<file path="config.mk">
export PLATFORM = sky130hd
export DESIGN_NAME = mult18_share_arb
export DESIGN_NICKNAME = d
export VERILOG_FILES = /design/src/rtl/mult18_share_arb.sv
export SDC_FILE = /design/constraint.sdc
export NUM_CORES = 1
export LEC_CHECK = 0
export ABC_AREA = 1
export CAP_MARGIN = 20
export CELL_PAD_IN_SITES_DETAIL_PLACEMENT = 2
export CELL_PAD_IN_SITES_GLOBAL_PLACEMENT = 2
export CORE_ASPECT_RATIO = 1.25
export CORE_MARGIN = 4
export CORE_UTILIZATION = 33
export DETAILED_ROUTE_END_ITERATION = 12
export DONT_BUFFER_PORTS = 1
export HOLD_SLACK_MARGIN = 0.05
export PLACE_DENSITY_LB_ADDON = 0.12
export SLEW_MARGIN = 15
export SYNTH_ARGS = -nofsm -noshare
export SYNTH_HDL_FRONTEND = slang
export SYNTH_SLANG_ARGS = --single-unit
</file>
<file path="constraint.sdc">
create_clock -name i_clk -period 4.4 [get_ports i_clk]
set_input_delay 0.88 -clock i_clk [delete_from_list [all_inputs] [get_ports i_clk]]
set_output_delay 0.88 -clock i_clk [all_outputs]
set_load 0.02 [all_outputs]
</file>
<file path="src/rtl/mult18_share_arb.sv">
`default_nettype none
// ============================================================================
// Module   : mult18_share_arb
// Purpose  : Round-robin arbiter sharing one registered 18x18 signed multiplier
//            among NREQ requesters, with in-order tagged result return.
// Revision : 1.0 - initial release
// ============================================================================
module mult18_share_arb #(
    parameter int NREQ = 4,
    parameter int LAT  = 2
) (
    input  logic                 i_clk,
    input  logic                 i_rst_n,
    input  logic [18*NREQ-1:0]   i_req_a,
    input  logic [18*NREQ-1:0]   i_req_b,
    input  logic [NREQ-1:0]      i_req_valid,
    output logic [NREQ-1:0]      o_req_ready,
    output logic [35:0]          o_res_p,
    output logic [NREQ-1:0]      o_res_valid,
    output logic [17:0]          o_m_a,
    output logic [17:0]          o_m_b,
    output logic                 o_m_cea,
    output logic                 o_m_ceb,
    output logic                 o_m_cep,
    output logic                 o_m_rsta,
    output logic                 o_m_rstb,
    output logic                 o_m_rstp,
    input  logic [35:0]          i_m_p,
    output logic                 o_busy,
    output logic [1:0]           o_outstanding
);

    localparam int            PW      = (NREQ > 1) ? $clog2(NREQ) : 1;
    localparam logic [PW:0]   C_NREQ  = (PW+1)'(NREQ);
    localparam logic [PW-1:0] C_LAST  = PW'(NREQ - 1);

    typedef enum logic [0:0] {
        ST_INIT = 1'b0,
        ST_RUN  = 1'b1
    } state_t;

    state_t         r_state;
    state_t         w_state_nxt;

    logic [PW-1:0]  r_ptr;
    logic [PW-1:0]  w_ptr_nxt;
    logic [17:0]    w_req_a [NREQ];
    logic [17:0]    w_req_b [NREQ];
    logic [PW-1:0]  w_rot_idx [NREQ];
    logic           w_gnt_found;
    logic [PW-1:0]  w_gnt_idx;
    logic           w_hs;

    logic [17:0]    r_m_a;
    logic [17:0]    r_m_b;
    logic [LAT-1:0] r_tag_vld;
    logic [PW-1:0]  r_tag_id [LAT];
    logic [35:0]    r_res_p;
    logic [1:0]     w_outstanding;

    generate
        for (genvar gi = 0; gi < NREQ; gi++) begin : g_unpack
            assign w_req_a[gi] = i_req_a[18*gi +: 18];
            assign w_req_b[gi] = i_req_b[18*gi +: 18];
        end

        // Candidate order for this cycle: pointer, pointer+1, ... with wrap
        for (genvar gi = 0; gi < NREQ; gi++) begin : g_rot
            logic [PW:0] w_rot_sum;
            assign w_rot_sum     = {1'b0, r_ptr} + (PW+1)'(gi);
            assign w_rot_idx[gi] = (w_rot_sum >= C_NREQ) ? PW'(w_rot_sum - C_NREQ)
                                                         : PW'(w_rot_sum);
        end
    endgenerate

    always_comb begin
        w_state_nxt = r_state;
        case (r_state)
            ST_INIT: w_state_nxt = ST_RUN;
            ST_RUN:  w_state_nxt = ST_RUN;
            default: w_state_nxt = ST_INIT;
        endcase
    end

    always_comb begin
        w_gnt_found = 1'b0;
        w_gnt_idx   = '0;
        for (int k = 0; k < NREQ; k++) begin
            if (!w_gnt_found && i_req_valid[w_rot_idx[k]]) begin
                w_gnt_found = 1'b1;
                w_gnt_idx   = w_rot_idx[k];
            end
        end
    end

    assign w_hs      = (r_state == ST_RUN) && w_gnt_found;
    assign w_ptr_nxt = (w_gnt_idx == C_LAST) ? '0 : w_gnt_idx + 1'b1;

    assign o_req_ready = w_hs ? (NREQ'(1) << w_gnt_idx) : '0;

    // Operands reach the multiplier in the handshake cycle; otherwise the last
    // issued pair is held so the A/B pins stay quiet.
    assign o_m_a    = w_hs ? w_req_a[w_gnt_idx] : r_m_a;
    assign o_m_b    = w_hs ? w_req_b[w_gnt_idx] : r_m_b;
    assign o_m_cea  = w_hs;
    assign o_m_ceb  = w_hs;
    assign o_m_rsta = (r_state == ST_INIT);
    assign o_m_rstb = (r_state == ST_INIT);
    assign o_m_rstp = (r_state == ST_INIT);

    generate
        if (LAT >= 2) begin : g_cep_pipe
            assign o_m_cep = r_tag_vld[LAT-2];
        end else begin : g_cep_direct
            assign o_m_cep = w_hs;
        end
    endgenerate

    always_ff @(posedge i_clk or negedge i_rst_n) begin
        if (!i_rst_n) begin
            r_state   <= ST_INIT;
            r_ptr     <= '0;
            r_m_a     <= '0;
            r_m_b     <= '0;
            r_tag_vld <= '0;
            for (int k = 0; k < LAT; k++) begin
                r_tag_id[k] <= '0;
            end
            r_res_p   <= '0;
        end else begin
            r_state <= w_state_nxt;
            if (w_hs) begin
                r_ptr <= w_ptr_nxt;
                r_m_a <= w_req_a[w_gnt_idx];
                r_m_b <= w_req_b[w_gnt_idx];
            end
            r_tag_vld[0] <= w_hs;
            r_tag_id[0]  <= w_gnt_idx;
            for (int k = 1; k < LAT; k++) begin
                r_tag_vld[k] <= r_tag_vld[k-1];
                r_tag_id[k]  <= r_tag_id[k-1];
            end
            if (r_tag_vld[LAT-1]) begin
                r_res_p <= i_m_p;
            end
        end
    end

    // The last tag stage lines up with the P register being valid.
    assign o_res_p     = r_tag_vld[LAT-1] ? i_m_p : r_res_p;
    assign o_res_valid = r_tag_vld[LAT-1] ? (NREQ'(1) << r_tag_id[LAT-1]) : '0;

    always_comb begin
        w_outstanding = '0;
        for (int k = 0; k < LAT; k++) begin
            w_outstanding = w_outstanding + {1'b0, r_tag_vld[k]};
        end
    end

    assign o_outstanding = w_outstanding;
    assign o_busy        = |r_tag_vld;

endmodule
`default_nettype wire

</file>
==> impl_metrics.json, run 1 <==
{
  "cts_made_buffers": 9,
  "numPortBuffers": 0,
  "place_hpwl_um": 13800,
  "h-tree-depth": 3,
  "cp-start-kind": "flop",
  "globalplace.congestion": 0.788,
  "fmax_mhz": 257,
  "grt_max_degree": 82,
  "drt_iter0_drc": 158,
  "clockBufferDepth": 2,
  "die_h_um": 146,
  "rsz0062_at_grt": "false",
  "slew_violations": 0,
  "fin_nets": 961,
  "synthesis.nets": 983,
  "fin_crit_sh_pct": 88.5,
  "syn2layout_area_growth_pct": 8.06,
  "cp.arrival_ns": 3.01,
  "clkTransAtPathRegs_ns": 0.06,
  "synthesis.area_mm2": 0.00500,
  "grt-ovfl-total": 0,
  "cellPowerDensity_mw_per_mm2": 1100,
  "ioPinCount": 275,
  "first_pass_iters": 4,
  "drcViolationCount": 0,
  "synth_warnings": 0,
  "grt_pass1_wl_um": 29700,
  "ctsRootBufferMaster": "clkbuf_16",
  "avgViaCountPerCell": 5.11,
  "min_period_ns": 3.89,
  "coreArea_mm2": 0.0149,
  "status": "finished, final reports clean",
  "drive_gt1_share_pct": 5.53,
  "fin_total_pwr_uw": 5970,
  "clock_sinks": 81,
  "fillers": 1885,
  "grt_util_all_layers_pct": 21.5,
  "final_area_mm2": 0.00540,
  "slew_headroom_pct": 45.1,
  "die_w_um": 118,
  "leakage_uw": 0.00327,
  "required_ns": 3.52,
  "setup_viol": 0,
  "antenna_found_initial": 0,
  "dpl_cell_area_mm2": 0.00510,
  "netlist_instances": 794,
  "ir_drop_v": 0.000425,
  "ys_seq_area_share_pct": 40.6,
  "synth-seq-cells": 81,
  "num_rows": 50,
  "post_synth.cell_area_avg_um2": 6.29,
  "maxCapViolCount": 0,
  "end_kind": "primary output",
  "wire_per_inst_um": 19.0,
  "routed_wl_um": 18200,
  "tritoncts": "built",
  "tns_ns": 0,
  "critPathKind": "reg -> out",
  "dieArea_mm2": 0.0172,
  "tightest_slew_ns": 0.822,
  "holdWs_ns": 0.234,
  "finClkSkew_ns": 0.00714,
  "ant_nets": 0,
  "synth_cell_types": 24,
  "diodes": 0,
  "grt_pass1_vias": 5513,
  "min_path_type": "in -> async",
  "clk_latency_ns": 0.34,
  "hold_viol": 0,
  "start_util_pct": 33.6,
  "critPathMaxFanout": 72,
  "vias": 4896
}
==> worst paths after layout <==
kind                                       start  slack [ns]  cells past startpoint               endpoint
hold reg to reg            r_tag_id[2]$_DFF_PN0_        0.36                      0  r_tag_id[0]$_DFF_PN0_
max in group asynchronous                i_rst_n        4.04                      0    r_m_a[14]$_DFF_PN0_
min in group i_clk         r_tag_id[2]$_DFF_PN0_        0.36                      0  r_tag_id[0]$_DFF_PN0_
setup reg to reg            r_ptr[0]$_DFFE_PN0P_        1.61                     14    r_m_a[16]$_DFF_PN0_
setup / recovery            r_ptr[0]$_DFFE_PN0P_        0.51                     14              o_m_a[16]
hold / removal                           i_rst_n        0.23                      0   r_res_p[0]$_DFF_PN0_
==> stage by stage <==
stage | worst slack, ns | util (%) | instances
finish | 0.507 | 36.3 | 959
global route | 0.157 | 36.3 | 959
CTS | 0.287 | 36.2 | 959
detailed placement | 0.488 | 34.3 | 943
global placement | 0.625 | 34.3 | 943
floorplan | 1.17 | - | 794
==> timing repair <==
item,4_1_cts,5_1_grt
endpoints found under the hold margin,0,0
resized for setup,0,1
buffers inserted,0,0
endpoints found under the setup margin,0,2
hold buffers,0,0
==> cell usage after synthesis (all sizes together) <==
cell type,count,area [um^2]
buf,26,174
nor2,6,30.0
o22ai,1,6.26
inv,92,345
nand3b,1,7.51
clkbuf,23,86.3
ha,3,37.5
conb,1,3.75
nand3,114,576
a21oi,1,5.00
nor3,5,25.0
o21ai,2,10.0
dfrtp,81,2030
nand2,437,1660
nand4,1,6.26
==> routing by layer <==
| layer | up-vias | global-route usage, % | wire length, um |
|---|---|---|---|
| li1 | 2340 | - | - |
| met5 | - | 0 | 0 |
| met1 | 2340 | 24.1 | 7020 |
| met4 | 0 | 7.80 | 482 |
| met2 | 186 | 37.5 | 9190 |
| met3 | 30 | 7.39 | 1500 |
==> state kept, by name (all words and copies together) (netlist names) <==
| register | count |
|---|---|
| r_tag_vld | 2 |
| r_ptr | 2 |
| r_state | 1 |
| r_m_b | 18 |
| r_tag_id | 4 |
| r_m_a | 18 |
| r_res_p | 36 |
==> kinds of logic (layout without fill, tap and decap cells) <==
family | Yosys count | after routing | share of synthesized area (%)
buf+inv | 141 | 124 | 12.1
simple gates | 564 | 564 | 46.1
fa+ha+maj | 3 | 3 | 0.751
flops | 81 | 81 | 40.6
compound gates | 4 | 4 | 0.425
other cells | 1 | 1 | 0.0750
==> layout by cell type (no fill, tap or decap), drive strengths merged <==
cell      synthesis  final
a21oi             1      1
buf              26     16
bufinv            0      1
clkbuf           23     10
clkinv            0      2
clkinvlp          0      2
conb              1      1
dfrtp            81     81
ha                3      3
inv              92     93
nand2           437    437
nand3           114    114
nand3b            1      1
nand4             1      1
nor2              6      6
nor3              5      5
o21ai             2      2
o22ai             1      1
==> critical path, cell delays in order, from the launching register on <==
cell     delay [ns]
dfrtp_1        0.51
inv_2          0.20
nand2_1        0.07
nand2_1        0.14
nand2_1        0.07
nand2_1        0.10
a21oi_1        0.09
nand2_2        0.08
buf_4          0.62
nand3_1        0.18
nand2_1        0.11
nand2_1        0.07
nand2_1        0.10
nand2_1        0.05
nand2_1        0.26
==> power by group <==
group          total, uW  switching, uW  internal [uW]
logic               4010           3030            977
clock network        761            319            442
registers           1200            118           1080
==> layout make-up <==
| cell class | instances | area (um^2) | share of cell area (%) |
|---|---|---|---|
| well taps | 182 | 228 | 4.22 |
| clock buffers | 10 | 229 | 4.24 |
| multi-input cells | 572 | 2370 | 43.8 |
| repair buffers | 16 | 136 | 2.53 |
| clock inverters | 6 | 67.6 | 1.25 |
| inverters | 92 | 345 | 6.39 |
| flip-flops and latches | 81 | 2030 | 37.5 |
Note: power is estimated with default switching activity, not from simulation.
==> run 2, diff against run 1 <==
SETUP_SLACK_MARGIN = 0.4   (was not set)
==> run 2 against run 1 <==
Final cell count stayed put. Critical path depth is 2 higher. Wire length stayed put. Die area stayed put. First-iteration DRC count is 0.63% higher. Clock-buffer cell count stayed put. Via count hardly changed. Combinational power is 1% higher. Cell area is 0.60% higher. Critical endpoint is now o_m_a[10]. Largest power group unchanged. Highest routed layer unchanged.
==> impl_metrics.json, run 2 (same netlist as run 1, synthesis figures left out) <==
{
  "syn2layout_area_growth_pct": 8.71,
  "final_common_cell": "nand2_1",
  "grt_pass1_vias": 5513,
  "setup_viol": 0,
  "ant_nets": 0,
  "first_pass_iters": 4,
  "clkTransAtPathRegs_ns": 0.06,
  "globalplace.congestion": 0.788,
  "h-tree-depth": 3,
  "dp_slack_ns": 0.488,
  "rsz0062_at_grt": "false",
  "maxCapViolCount": 0,
  "min_period_ns": 3.72,
  "wire_per_inst_um": 19.0,
  "routed_wl_um": 18200,
  "fin_crit_sh_pct": 84.4,
  "hold_viol": 0,
  "dieArea_mm2": 0.0172,
  "grt_max_degree": 82,
  "cp-start-kind": "flop",
  "tns_ns": 0,
  "fillers": 1883,
  "die_w_um": 118,
  "avgViaCountPerCell": 5.10,
  "ctsRootBufferMaster": "clkbuf_16",
  "numPortBuffers": 0,
  "drt_iter0_drc": 159,
  "fin_ws_ns": 0.685,
  "critPathMaxFanout": 17,
  "post_cts_buffers": 0,
  "grt_util_all_layers_pct": 21.5,
  "leakage_uw": 0.00328,
  "fin_util_pct": 36.5,
  "grt-ovfl-total": 0,
  "ir_drop_v": 0.000447,
  "slew_violations": 0,
  "top_register": "r_res_p",
  "status": "finished, final reports clean",
  "tritoncts": "built",
  "antenna_found_initial": 0,
  "postCtsHoldBufs": 0,
  "required_ns": 3.52,
  "vias": 4895,
  "end_kind": "primary output",
  "drcViolationCount": 0,
  "cp.arrival_ns": 2.84,
  "cellPowerDensity_mw_per_mm2": 1110,
  "tightest_slew_ns": 0.662,
  "reg_top3": "r_res_p: 36 flops, r_m_a: 18 flops, r_m_b: 18 flops",
  "cts_made_buffers": 9,
  "die_h_um": 146,
  "layout_common_cells": "nand2_1, nand3_1, inv_1",
  "clockBufferDepth": 2,
  "ioPinCount": 275,
  "drive_gt1_share_pct": 5.92,
  "min_path_type": "in -> async",
  "largest_reg_flops": 36,
  "finClkSkew_ns": 0.00714,
  "num_rows": 50,
  "coreArea_mm2": 0.0149,
  "slew_headroom_pct": 55.5,
  "clk_latency_ns": 0.34,
  "grt_pass1_wl_um": 29700,
  "diodes": 0,
  "clock_sinks": 81,
  "fin_nets": 961,
  "critPathKind": "reg -> out",
  "fmax_mhz": 269,
  "place_hpwl_um": 13800,
  "start_util_pct": 33.6
}
[run 2: routing by layer]
| layer | share of wire (%) | vias up | track usage (%) |
|---|---|---|---|
| li1 | - | 2342 | - |
| met1 | 39 | 2337 | 24.1 |
| met2 | 51 | 186 | 37.5 |
| met3 | 8.2 | 30 | 7.39 |
| met4 | 2.6 | 0 | 7.80 |
| met5 | 0 | - | 0 |
[run 2: cell type report]
| cell class | count | area, um^2 | area share, % |
|---|---|---|---|
| tap | 182 | 228 | 4.19 |
| multi-input combinational | 572 | 2380 | 43.8 |
| inverter | 92 | 350 | 6.45 |
| timing repair buffer | 16 | 151 | 2.79 |
| sequential | 81 | 2030 | 37.3 |
| clock inverter | 6 | 67.6 | 1.24 |
| clock buffer | 10 | 229 | 4.21 |
[run 2: report_power, final]
group | leakage [uW] | internal, uW | switching, uW | total, uW
registers | 0.000994 | 1080 | 118 | 1200
clock network | 0.000139 | 442 | 319 | 761
logic | 0.00214 | 1010 | 3050 | 4060
total | 0.00328 | 2530 | 3490 | 6020
[run 2: worst max-delay path, stage by stage, from the launching register on]
cell,delay [ns]
dfrtp_1,0.51
inv_2,0.20
nand2_1,0.07
nand2_1,0.14
nand2_1,0.07
nand2_1,0.10
nor2_1,0.07
nor2_1,0.18
nand2_4,0.10
nand2_4,0.19
buf_4,0.26
nand2_1,0.10
nand2_1,0.08
nand2_1,0.05
nand2_1,0.07
nand2_1,0.05
nand2_1,0.23
[run 2: final timing paths]
kind                                  startpoint               endpoint  slack (ns)  cells past startpoint
min in group i_clk         r_tag_id[2]$_DFF_PN0_  r_tag_id[0]$_DFF_PN0_        0.36                      0
min reg2reg                r_tag_id[2]$_DFF_PN0_  r_tag_id[0]$_DFF_PN0_        0.36                      0
max                         r_ptr[0]$_DFFE_PN0P_              o_m_a[10]        0.68                     16
min                                      i_rst_n   r_res_p[0]$_DFF_PN0_        0.23                      0
max reg2reg                 r_ptr[0]$_DFFE_PN0P_    r_m_a[10]$_DFF_PN0_        1.80                     16
max in group asynchronous                i_rst_n    r_m_a[14]$_DFF_PN0_        4.04                      0
[run 2: stage by stage]
step | hold slack [ns] | cells | total power [uW] | cell area (um^2)
6_report | 0.234 | 959 | 6020 | 5430
5_1_grt | 0.220 | 959 | 6670 | 5430
4_1_cts | 0.217 | 959 | 6100 | 5400
3_5_place_dp | 0.343 | 943 | 5310 | 5100
3_3_place_gp | 0.333 | 943 | 5160 | 5100
2_1_floorplan | 0.331 | 794 | 4410 | 5000
[run 2: what timing repair did]
item / 4_1_cts / 5_1_grt
resized for setup: 1 / 13
gates cloned: 0 / 0
endpoints found under the hold margin: 0 / 0
endpoints found under the setup margin: 25 / 39
